==> src/rtl/fb_write_scheduler.sv <==
// ---------------------------------------------------------------------------
// fb_write_scheduler
//
// Sequences every write into the framebuffer region of DRAM. Pixel writes
// from the fragment stream are buffered in a small FIFO (the linear pixel
// index is computed on enqueue). A host clear command runs a full-screen
// clear engine. Pixels accepted before or in the same cycle as the clear
// command are written before clear address 0. Pixels arriving later are
// held off (o_pixel_ready=0) until the clear-done pulse.
//
// Optional feature (macro FB_SCHED_DROP_CNT_EN):
//   When defined, adds o_drop_count[15:0]. It is a saturating count of
//   out-of-range pixels that were consumed but not written. When undefined,
//   the port and the counter do not exist.
//
// Ports
//   clk            in   rising-edge clock
//   rst_n          in   asynchronous active-low reset
//   i_pixel_we     in   pixel valid
//   i_pixel_x/y    in   pixel column / row (10 bits each)
//   i_pixel_color  in   pixel colour
//   o_pixel_ready  out  pixel handshake (accept = i_pixel_we && o_pixel_ready)
//   i_clear_start  in   1-cycle clear command (ignored while busy)
//   i_clear_color  in   clear colour, sampled with an accepted i_clear_start
//   o_clear_busy   out  clear pending or in progress
//   o_clear_done   out  1-cycle pulse after the last clear write is acked
//   o_drop_count   out  saturating drop count (FB_SCHED_DROP_CNT_EN only)
//   o_mem_req      out  registered write request
//   o_mem_addr     out  pixel index y*SCREEN_WIDTH + x
//   o_mem_wdata    out  write data
//   i_mem_ack      in   transfer completes when o_mem_req && i_mem_ack
// ---------------------------------------------------------------------------
module fb_write_scheduler #(
    parameter int SCREEN_WIDTH  = 640,
    parameter int SCREEN_HEIGHT = 480,
    parameter int COLOR_WIDTH   = 32,
    parameter int FIFO_DEPTH    = 8,
    localparam int PIX_AW       = $clog2(SCREEN_WIDTH * SCREEN_HEIGHT)
) (
    input  logic                   clk,
    input  logic                   rst_n,
    input  logic                   i_pixel_we,
    input  logic [9:0]             i_pixel_x,
    input  logic [9:0]             i_pixel_y,
    input  logic [COLOR_WIDTH-1:0] i_pixel_color,
    output logic                   o_pixel_ready,
    input  logic                   i_clear_start,
    input  logic [COLOR_WIDTH-1:0] i_clear_color,
    output logic                   o_clear_busy,
    output logic                   o_clear_done,
`ifdef FB_SCHED_DROP_CNT_EN
    output logic [15:0]            o_drop_count,
`endif
    output logic                   o_mem_req,
    output logic [PIX_AW-1:0]      o_mem_addr,
    output logic [COLOR_WIDTH-1:0] o_mem_wdata,
    input  logic                   i_mem_ack
);

    localparam int PTR_W = $clog2(FIFO_DEPTH);
    localparam int NPIX  = SCREEN_WIDTH * SCREEN_HEIGHT;
    localparam logic [PIX_AW-1:0] LAST_ADDR = PIX_AW'(NPIX - 1);

    localparam logic [1:0] ST_IDLE = 2'd0;
    localparam logic [1:0] ST_PIX  = 2'd1;
    localparam logic [1:0] ST_CLR  = 2'd2;

    typedef struct packed {
        logic [PIX_AW-1:0]      addr;
        logic [COLOR_WIDTH-1:0] color;
    } fifo_entry_t;

    // ------------------------------------------------------------------
    // State
    // ------------------------------------------------------------------
    logic [1:0]             state;
    logic                   clear_pending;
    logic [COLOR_WIDTH-1:0] clear_color;

    fifo_entry_t            fifo_mem [FIFO_DEPTH];
    logic [PTR_W:0]         wr_ptr;
    logic [PTR_W:0]         rd_ptr;
    logic [PTR_W:0]         fifo_count;
    logic                   fifo_empty;
    logic                   fifo_full;

    // ------------------------------------------------------------------
    // Accept path
    // ------------------------------------------------------------------
    logic [31:0]            x_ext;
    logic [31:0]            y_ext;
    logic                   pixel_in_range;
    logic                   accept;
    logic                   push;
    logic                   pop;
    fifo_entry_t            push_entry;
    fifo_entry_t            head_entry;
    fifo_entry_t            next_entry;
    logic [PTR_W-1:0]       rd_idx_next;

    assign fifo_count = wr_ptr - rd_ptr;
    assign fifo_empty = (wr_ptr == rd_ptr);
    assign fifo_full  = (fifo_count == (PTR_W+1)'(FIFO_DEPTH));

    assign o_clear_busy  = clear_pending || (state == ST_CLR);
    assign o_pixel_ready = !fifo_full && !o_clear_busy;

    assign x_ext          = 32'(i_pixel_x);
    assign y_ext          = 32'(i_pixel_y);
    assign pixel_in_range = (x_ext < 32'(SCREEN_WIDTH)) && (y_ext < 32'(SCREEN_HEIGHT));

    // Out-of-range pixels still complete the handshake; they are just not queued.
    assign accept = i_pixel_we && o_pixel_ready;
    assign push   = accept && pixel_in_range;

    assign push_entry.addr  = PIX_AW'(y_ext * 32'(SCREEN_WIDTH) + x_ext);
    assign push_entry.color = i_pixel_color;

    // The head stays in the FIFO while it is being written; it is popped on ack.
    assign pop = (state == ST_PIX) && o_mem_req && i_mem_ack;

    assign rd_idx_next = rd_ptr[PTR_W-1:0] + PTR_W'(1);
    assign head_entry  = fifo_mem[rd_ptr[PTR_W-1:0]];
    // Entry to present right after popping the head: the one behind it, or the
    // pixel being pushed this very cycle when the head was the only entry.
    assign next_entry  = (fifo_count > (PTR_W+1)'(1)) ? fifo_mem[rd_idx_next] : push_entry;

    // ------------------------------------------------------------------
    // FIFO storage and pointers
    // ------------------------------------------------------------------
    // NOTE: the storage array has no reset; pointers alone define validity,
    // so a reset discards contents without clearing every word.
    always_ff @(posedge clk) begin
        if (push) begin
            fifo_mem[wr_ptr[PTR_W-1:0]] <= push_entry;
        end
    end

    // NOTE: sequential state is always updated with non-blocking assignments,
    // so every block sees the pre-edge values regardless of evaluation order.
    always_ff @(posedge clk or negedge rst_n) begin
        if (!rst_n) begin
            wr_ptr <= '0;
            rd_ptr <= '0;
        end else begin
            if (push) wr_ptr <= wr_ptr + (PTR_W+1)'(1);
            if (pop)  rd_ptr <= rd_ptr + (PTR_W+1)'(1);
        end
    end

    // ------------------------------------------------------------------
    // Write sequencer
    // ------------------------------------------------------------------
    always_ff @(posedge clk or negedge rst_n) begin
        if (!rst_n) begin
            state         <= ST_IDLE;
            clear_pending <= 1'b0;
            clear_color   <= '0;
            o_mem_req     <= 1'b0;
            o_mem_addr    <= '0;
            o_mem_wdata   <= '0;
            o_clear_done  <= 1'b0;
        end else begin
            o_clear_done <= 1'b0;

            // A start while busy is ignored and does not re-sample the colour.
            if (i_clear_start && !o_clear_busy) begin
                clear_pending <= 1'b1;
                clear_color   <= i_clear_color;
            end

            case (state)
                ST_IDLE: begin
                    // Queued pixels always drain before the clear begins.
                    if (clear_pending && fifo_empty) begin
                        state         <= ST_CLR;
                        clear_pending <= 1'b0;
                        o_mem_req     <= 1'b1;
                        o_mem_addr    <= '0;
                        o_mem_wdata   <= clear_color;
                    end else if (!fifo_empty) begin
                        state       <= ST_PIX;
                        o_mem_req   <= 1'b1;
                        o_mem_addr  <= head_entry.addr;
                        o_mem_wdata <= head_entry.color;
                    end
                end

                ST_PIX: begin
                    if (i_mem_ack) begin
                        if ((fifo_count > (PTR_W+1)'(1)) || push) begin
                            o_mem_addr  <= next_entry.addr;
                            o_mem_wdata <= next_entry.color;
                        end else begin
                            state     <= ST_IDLE;
                            o_mem_req <= 1'b0;
                        end
                    end
                end

                ST_CLR: begin
                    if (i_mem_ack) begin
                        if (o_mem_addr == LAST_ADDR) begin
                            state        <= ST_IDLE;
                            o_mem_req    <= 1'b0;
                            o_clear_done <= 1'b1;
                        end else begin
                            o_mem_addr <= o_mem_addr + PIX_AW'(1);
                        end
                    end
                end

                default: begin
                    state     <= ST_IDLE;
                    o_mem_req <= 1'b0;
                end
            endcase
        end
    end

`ifdef FB_SCHED_DROP_CNT_EN
    // ------------------------------------------------------------------
    // Saturating count of consumed out-of-range pixels
    // ------------------------------------------------------------------
    logic drop;

    assign drop = accept && !pixel_in_range;

    always_ff @(posedge clk or negedge rst_n) begin
        if (!rst_n) begin
            o_drop_count <= '0;
        end else if (drop && (o_drop_count != 16'hFFFF)) begin
            o_drop_count <= o_drop_count + 16'd1;
        end
    end
`endif

endmodule

==> config.mk <==
export PLATFORM = sky130hd
export DESIGN_NAME = fb_write_scheduler
export DESIGN_NICKNAME = d
export VERILOG_FILES = /design/src/rtl/fb_write_scheduler.sv
export SDC_FILE = /design/constraint.sdc
export NUM_CORES = 1
export LEC_CHECK = 0
export BUFFER_PORTS_ARGS = -buffer_cell sky130_fd_sc_hd__buf_2
export CORE_MARGIN = 2
export CORE_UTILIZATION = 50
export CTS_BUF_LIST = sky130_fd_sc_hd__clkbuf_4
export DETAILED_ROUTE_END_ITERATION = 8
export GPL_TIMING_DRIVEN = 0
export PLACE_DENSITY_LB_ADDON = 0.25
export SLEW_MARGIN = 15
export SYNTH_ARGS = -nofsm -noshare
export SYNTH_HDL_FRONTEND = slang
export SYNTH_SLANG_ARGS = --single-unit
==> constraint.sdc <==
create_clock -name clk -period 8 [get_ports clk]
set_clock_uncertainty 0.15 [all_clocks]
set_input_delay 0.4 -clock clk [delete_from_list [all_inputs] [get_ports clk]]
set_output_delay 0.4 -clock clk [all_outputs]
set_load 0.03 [all_outputs]
== Word-level counts from Yosys, hierarchy flattened ==
Memories as Yosys holds them, arrays and structs flattened.
Index checks and enable logic that the tools add are counted.

* Flip-flop bits (word level): 96
* Bits in latches: 0
* RAM bits: 408
* Memory bits (read-only): 0
* Bits of input ports: 89
* Output and inout bits: 55
* Word-level logic and storage cells: 85
* Memories: 1

{| class="wikitable"
|+ Memories
! memory !! depth !! width !! rd ports !! clocked after Yosys merged registers in !! write ports !! line !! RTL
|-
| fifo_mem || 8 || 51 || 2 || 0 || 1 || 80 || <nowiki>fifo_entry_t fifo_mem [FIFO_DEPTH];</nowiki>
|}

* Add/subtract/negate cells: 6
* $mul: 1
* Div/mod/pow operators: 0
* Magnitude comparators: 3
* Equality and inequality tests: 12
* Shift-type cells: 0
* Muxes and demuxes: 35
* Bitwise logic cells: 0
* Reduce and logical (&&, ||, !) cells: 18

{| class="wikitable"
|+ Operators with widths
! cell !! count
|-
| 32-bit two-way mux || 4
|-
| 19-bit two-way mux || 6
|-
| 32-bit one-hot mux with 2 select lines || 1
|-
| 19-bit one-hot mux with 3 select lines || 1
|-
| 51-bit two-way mux || 1
|-
| 19-bit by 1-bit adder with 19-bit output, second input constant || 1
|-
| 19-bit by 10-bit adder with 19-bit output || 1
|-
| 19-bit == test, second input constant || 1
|-
| 1-bit two-way mux || 14
|-
| 10-bit by 3-bit multiplier with 12-bit output, second input constant || 1
|-
| 2-bit two-way mux || 6
|-
| 10-bit less-than comparator, second input constant || 1
|-
| 10-bit by 9-bit less-than comparator with 1-bit output, second input constant || 1
|-
| 4-bit by 1-bit adder with 4-bit output, second input constant || 2
|-
| 1-bit logical AND || 8
|-
| 2-bit != test, second input constant || 4
|-
| 2-bit one-hot mux with 3 select lines || 1
|-
| 6-bit AND reduction || 1
|-
| 5-bit AND reduction || 1
|-
| 4-bit == test || 1
|-
| 4-bit == test, second input constant || 1
|-
| 4-bit by 1-bit > comparator with 1-bit output, second input constant || 1
|-
| 2-bit by 1-bit != test with 1-bit output, second input constant || 2
|-
| 4-bit AND reduction || 1
|-
| other kinds (11) || 13
|}

== Logic depth before layout (Yosys ltp) ==
* Depth after elaboration: 10
* Gate-level depth with buffers: 16
* Mapped depth without buffers: 12

== Worst setup path before layout ==
Ideal clock, no wire load.

* Path type: reg-to-reg
* From: reg rd_ptr[1]
* To: mem fifo_mem[1][0] (netlist bit) (enable)
* Setup time: 0.522 ns
* Data arrival time: 6.237 ns
* Data required time: 7.328 ns
* Path slack: 1.090 ns
* Cell stages (with the launch flop): 13
* Buffers on the path: 3
* Period minus slack after synthesis: 6.910 ns
* Cells stage by stage: dfrtp_1 -> buf_2 -> buf_1 -> inv_2 -> buf_2 -> ha_1 -> nor2b_1 -> o21ai_0 -> and3_1 -> nor2_1 -> a311oi_2 -> nand2_1 -> nor3_1

* Word-level cells in the longest chain between the ends: 8

{| class="wikitable"
|+ Ends and longest elaborated chain
! what !! line !! RTL
|-
| from (decl) || 82 || <nowiki>logic [PTR_W:0] rd_ptr;</nowiki>
|-
| from (signal assigned) || 147 || <nowiki>if (pop) rd_ptr <= rd_ptr + (PTR_W+1)'(1);</nowiki>
|-
| 4-bit subtractor || 101 || <nowiki>assign fifo_count = wr_ptr - rd_ptr;</nowiki>
|-
| 4-bit == test || 103 || <nowiki>assign fifo_full = (fifo_count == (PTR_W+1)'(FIFO_DEPTH));</nowiki>
|-
| 1-bit zero test || 106 || <nowiki>assign o_pixel_ready = !fifo_full && !o_clear_busy;</nowiki>
|-
| 1-bit logical AND || 106 ||
|-
| 1-bit logical AND || 113 || <nowiki>assign accept = i_pixel_we && o_pixel_ready;</nowiki>
|-
| 1-bit logical AND || 114 || <nowiki>assign push = accept && pixel_in_range;</nowiki>
|-
| 1-bit two-way mux || 134 || <nowiki>if (push) begin</nowiki>
|-
| 1-bit two-way mux (implied by the code) || 135 || <nowiki>fifo_mem[wr_ptr[PTR_W-1:0]] <= push_entry;</nowiki>
|-
| to (decl) || 80 ||
|}

Every way passes these cells.

== Worst setup path after layout ==
* From: reg rd_ptr[1]
* To: mem fifo_mem[0][11] (netlist bit) (enable)

The elaborated chain is that of the path after synthesis.

==> qor.csv <==
stage,metric,value,unit
status,outcome,"complete, no violations",
critical_path,worst flop-to-flop path endpoint,fifo_mem[0][11],
critical_path,Top delay family on crit path,buffers and inverters,
sta,final setup violation count,0,
power,Int Power,6.948,mW
sta,"Hold Vio Cnt, Final",0,
power,Pwr Density,403.0,nW/um2
clock_tree,# resized after CTS,0,
layout,layout cell share with drive strength beyond 1,34.31,%
clock_tree,worst skew pair latency,0.98,ns
floorplan,Core Area,48750,um2
power,Seq pwr share,28.6,%
floorplan,Cell Rows,81,
critical_path,CP bufs+invs,8,
placed_design,I/O Buffers,143,
critical_path,CP max FO,10,
synthesis,synthesized net count,1668,
synthesis,"top cells by count, synth","edfxtp_1, mux4_2, nand2_1",
global_routing,maximum number of pins on one net before global-route repair,52,
power,Comb power frac,52.0,%
detailed_routing,DR pass1 iterations,5,
clock_tree,CTS sink cnt,504,
sta,Least-Margin Pin Slew,1.042,ns
critical_path,Crit path depth,16,
floorplan,# IOs,144,
sta,Max Fclk,0.1739,GHz
detailed_routing,DRC Markers,0,
critical_path,nature of the critical path endpoint,flop,
detailed_routing,via count,16740,
clock_tree,setup bufs post-CTS,0,
clock_tree,Clock H-tree levels,4,
power,Clock power frac,19.4,%
layout,cell area after layout,29710,um2
critical_path,critical path startpoint,rd_ptr[1],
placed_design,DP HPWL,46340,um
layout,P&R area growth vs syn,20.80,%
global_routing,initial antenna violation count,3,
critical_path,type of the worst setup path,flop to flop,
layout,Multi-input gate area,9376,um2
layout,Storage cell area,14650,um2
synthesis,top-count cell post-synth,edfxtp_1,
layout,Nets,2099,
synthesis,most common flop cell mapped by yosys,edfxtp_1,
synthesis,area fraction of the dominant cell type after synthesis,49.82,%
critical_path,"Arr. time, crit path",6.26,ns
critical_path,crit-path max cell delay,0.79,ns
synthesis,Post-synth EDFFs,408,
critical_path,crit-path cells,"buf_2, buf_1, inv_2, buf_2, ha_1, nor2b_1, o21ai_0, and3_1, nor2_1, a311oi_2, nand2_1, nor3_2, buf_6, buf_4, buf_6, buf_4",
floorplan,Starting Density,50.45,%
clock_tree,Worst-path clk slew,0.07,ns
power,peak supply drop,0.0002084,V
synthesis,Mean Syn Cell Area,15.90,um2
floorplan,die area,50970,um2
sta,post-layout minimum cycle time,5.750,ns
critical_path,Startpoint Class,flop,
synthesis,synth warn,0,
critical_path,Crit path required time,8.51,ns
power,switch share,41.97,%
synthesis,Mapped Cells,1547,
global_routing,vias in the first global route,17000,
detailed_routing,Initial DRC Count,2079,
sta,Final TNS setup,0,ns
min_path,Worst Hold Class,input port to flop,
sta,RSZ-0062 raised after global routing,false,
global_routing,total grt overflow,0,
clock_tree,total CTS buffers,135,
placed_design,Placer Congestion,0.8654,
sta,Slew headroom,30.50,%
power,static leakage,10.88,nW
clock_tree,clk buf depth,3,
global_routing,first-pass GRT wire length,102900,um
layout,fillers,3631,
floorplan,Die X,225.8,um
synthesis,Unique masters post-synth,66,
critical_path,reg2reg path depth,16,
synthesis,Async SR Flop Fraction,19.05,%
global_routing,GRT Util Overall,27.94,%
detailed_routing,wire length per cell,25.12,um
critical_path,Worst R2R Start,rd_ptr[1],
sta,part of the cycle the worst path needs,71.88,%
power,Net Switching,5.026,mW
flow_run,max-cap violations,0,
synthesis,largest area contributor in the netlist,edfxtp_1,
critical_path,flop2flop setup slack,2.25,ns
clock_tree,root buf cell,clkbuf_4,
placed_design,placed cell area,26740,um2
clock_tree,TritonCTS clock tree,yes,
synthesis,sequential fraction of the synthesis area,59.59,%
critical_path,Crit-path slowest cell,buf_1,
synthesis,Mapped Area,24590,um2
detailed_routing,via density per instance,6.079,
sta,fin. max-slew vios,0,
detailed_routing,DRT antenna net count,0,
synthesis,Yosys reg bits,504,
critical_path,crit path to,fifo_mem[0][11],
synthesis,top post-synthesis cells by area,"edfxtp_1, mux4_2, dfrtp_1, mux2i_1, nand2_1",
detailed_routing,final wirelength,69150,um
floorplan,Die Y-Extent,225.8,um
## worst min path at each step
stage                startpoint              end  slack [ns]  cells past startpoint
6_report       i_clear_color[5]   clear_color[5]        0.09                      3
5_1_grt        i_clear_color[5]   clear_color[5]        0.06                      3
3_3_place_gp    o_mem_wdata[24]  o_mem_wdata[24]        0.32                      2
2_1_floorplan             rst_n   clear_color[0]       -0.05                      0
4_1_cts        i_clear_color[5]   clear_color[5]       0.008                      3
3_5_place_dp              rst_n   o_mem_addr[10]        0.24                      1
## flip-flops by register name, summed over array words and instances, names as in the netlist
register       count
fifo_mem         408
clear_color       32
o_mem_wdata       32
o_mem_addr        19
rd_ptr             4
wr_ptr             4
state              2
clear_pending      1
o_clear_done       1
o_mem_req          1
## per-stage QoR
stage	util [%]	power [mW]	setup WS, ns	hold slack (ns)	instances
floorplan	-	7.699	1.090	-0.04559	1547
global placement	53.62	9.439	-4.205	0.3151	2354
detailed placement	54.86	9.567	2.252	0.2358	2386
CTS	60.92	11.96	2.268	0.007620	2748
global route	60.94	12.59	1.884	0.06259	2753
finish	60.94	11.97	2.250	0.08699	2753
## final cells by class
| class | instances | share of cell area (%) |
|---|---|---|
| inverter | 20 | 0.2527 |
| sequential | 504 | 49.33 |
| timing repair buffer | 294 | 8.322 |
| multi-input combinational | 919 | 31.56 |
| antenna | 5 | 0.04212 |
| buffer | 104 | 1.824 |
| clock inverter | 44 | 0.8465 |
| tap | 664 | 2.796 |
| clock buffer | 199 | 5.029 |
## routing by layer
metal	wire length, um	vias to the layer above	GRT usage (%)
met5	0	-	0
met4	1801	0	10.13
met3	6522	128	6.740
met2	33390	931	44.29
met1	27430	8523	37.95
li1	-	7154	-
## cell usage in the layout, fill, tap and decap left out, drive strengths merged, types with 65 or more instances in the layout
master       count
a21oi           66
buf            237
clkbuf         242
dfrtp           96
dlygate4sd3    118
edfxtp         408
mux2i           78
mux4           204
nand2          159
nor2            65
o21ai           89
## timing repair
item,4_1_cts,5_1_grt
hold buffers,119,0
hold endpoints to repair,519,0
setup endpoints to repair,0,0
## power by group through the flow
stage	clock, mW	sequential, mW	combinational [mW]
final	2.32	3.43	6.23
after global routing	2.48	3.46	6.65
after CTS	2.35	3.42	6.18
after detailed placement	0	3.47	6.10
after global placement	0	3.47	5.97
after floorplan	0	3.65	4.05
## kinds of logic after synthesis
kind of cell | count (synthesis) | share of synthesized area, %
simple gates | 281 | 4.956
flops | 504 | 59.59
mux | 320 | 23.60
xor+xnor | 38 | 1.470
buf+inv | 124 | 2.508
fa+ha+maj | 32 | 1.720
compound gates | 248 | 6.161
## worst reg2reg max path, delay by kind of cell, from the launching register on
| kind | cells | cell delay, ns |
|---|---|---|
| buffers and inverters | 8 | 2.51 |
| and+or+nand+nor | 5 | 1.29 |
| AOI/OAI and AO/OA | 2 | 0.66 |
| DFF | 1 | 0.49 |
| adders and majority gates | 1 | 0.35 |
(Power assumes the default switching activity.)
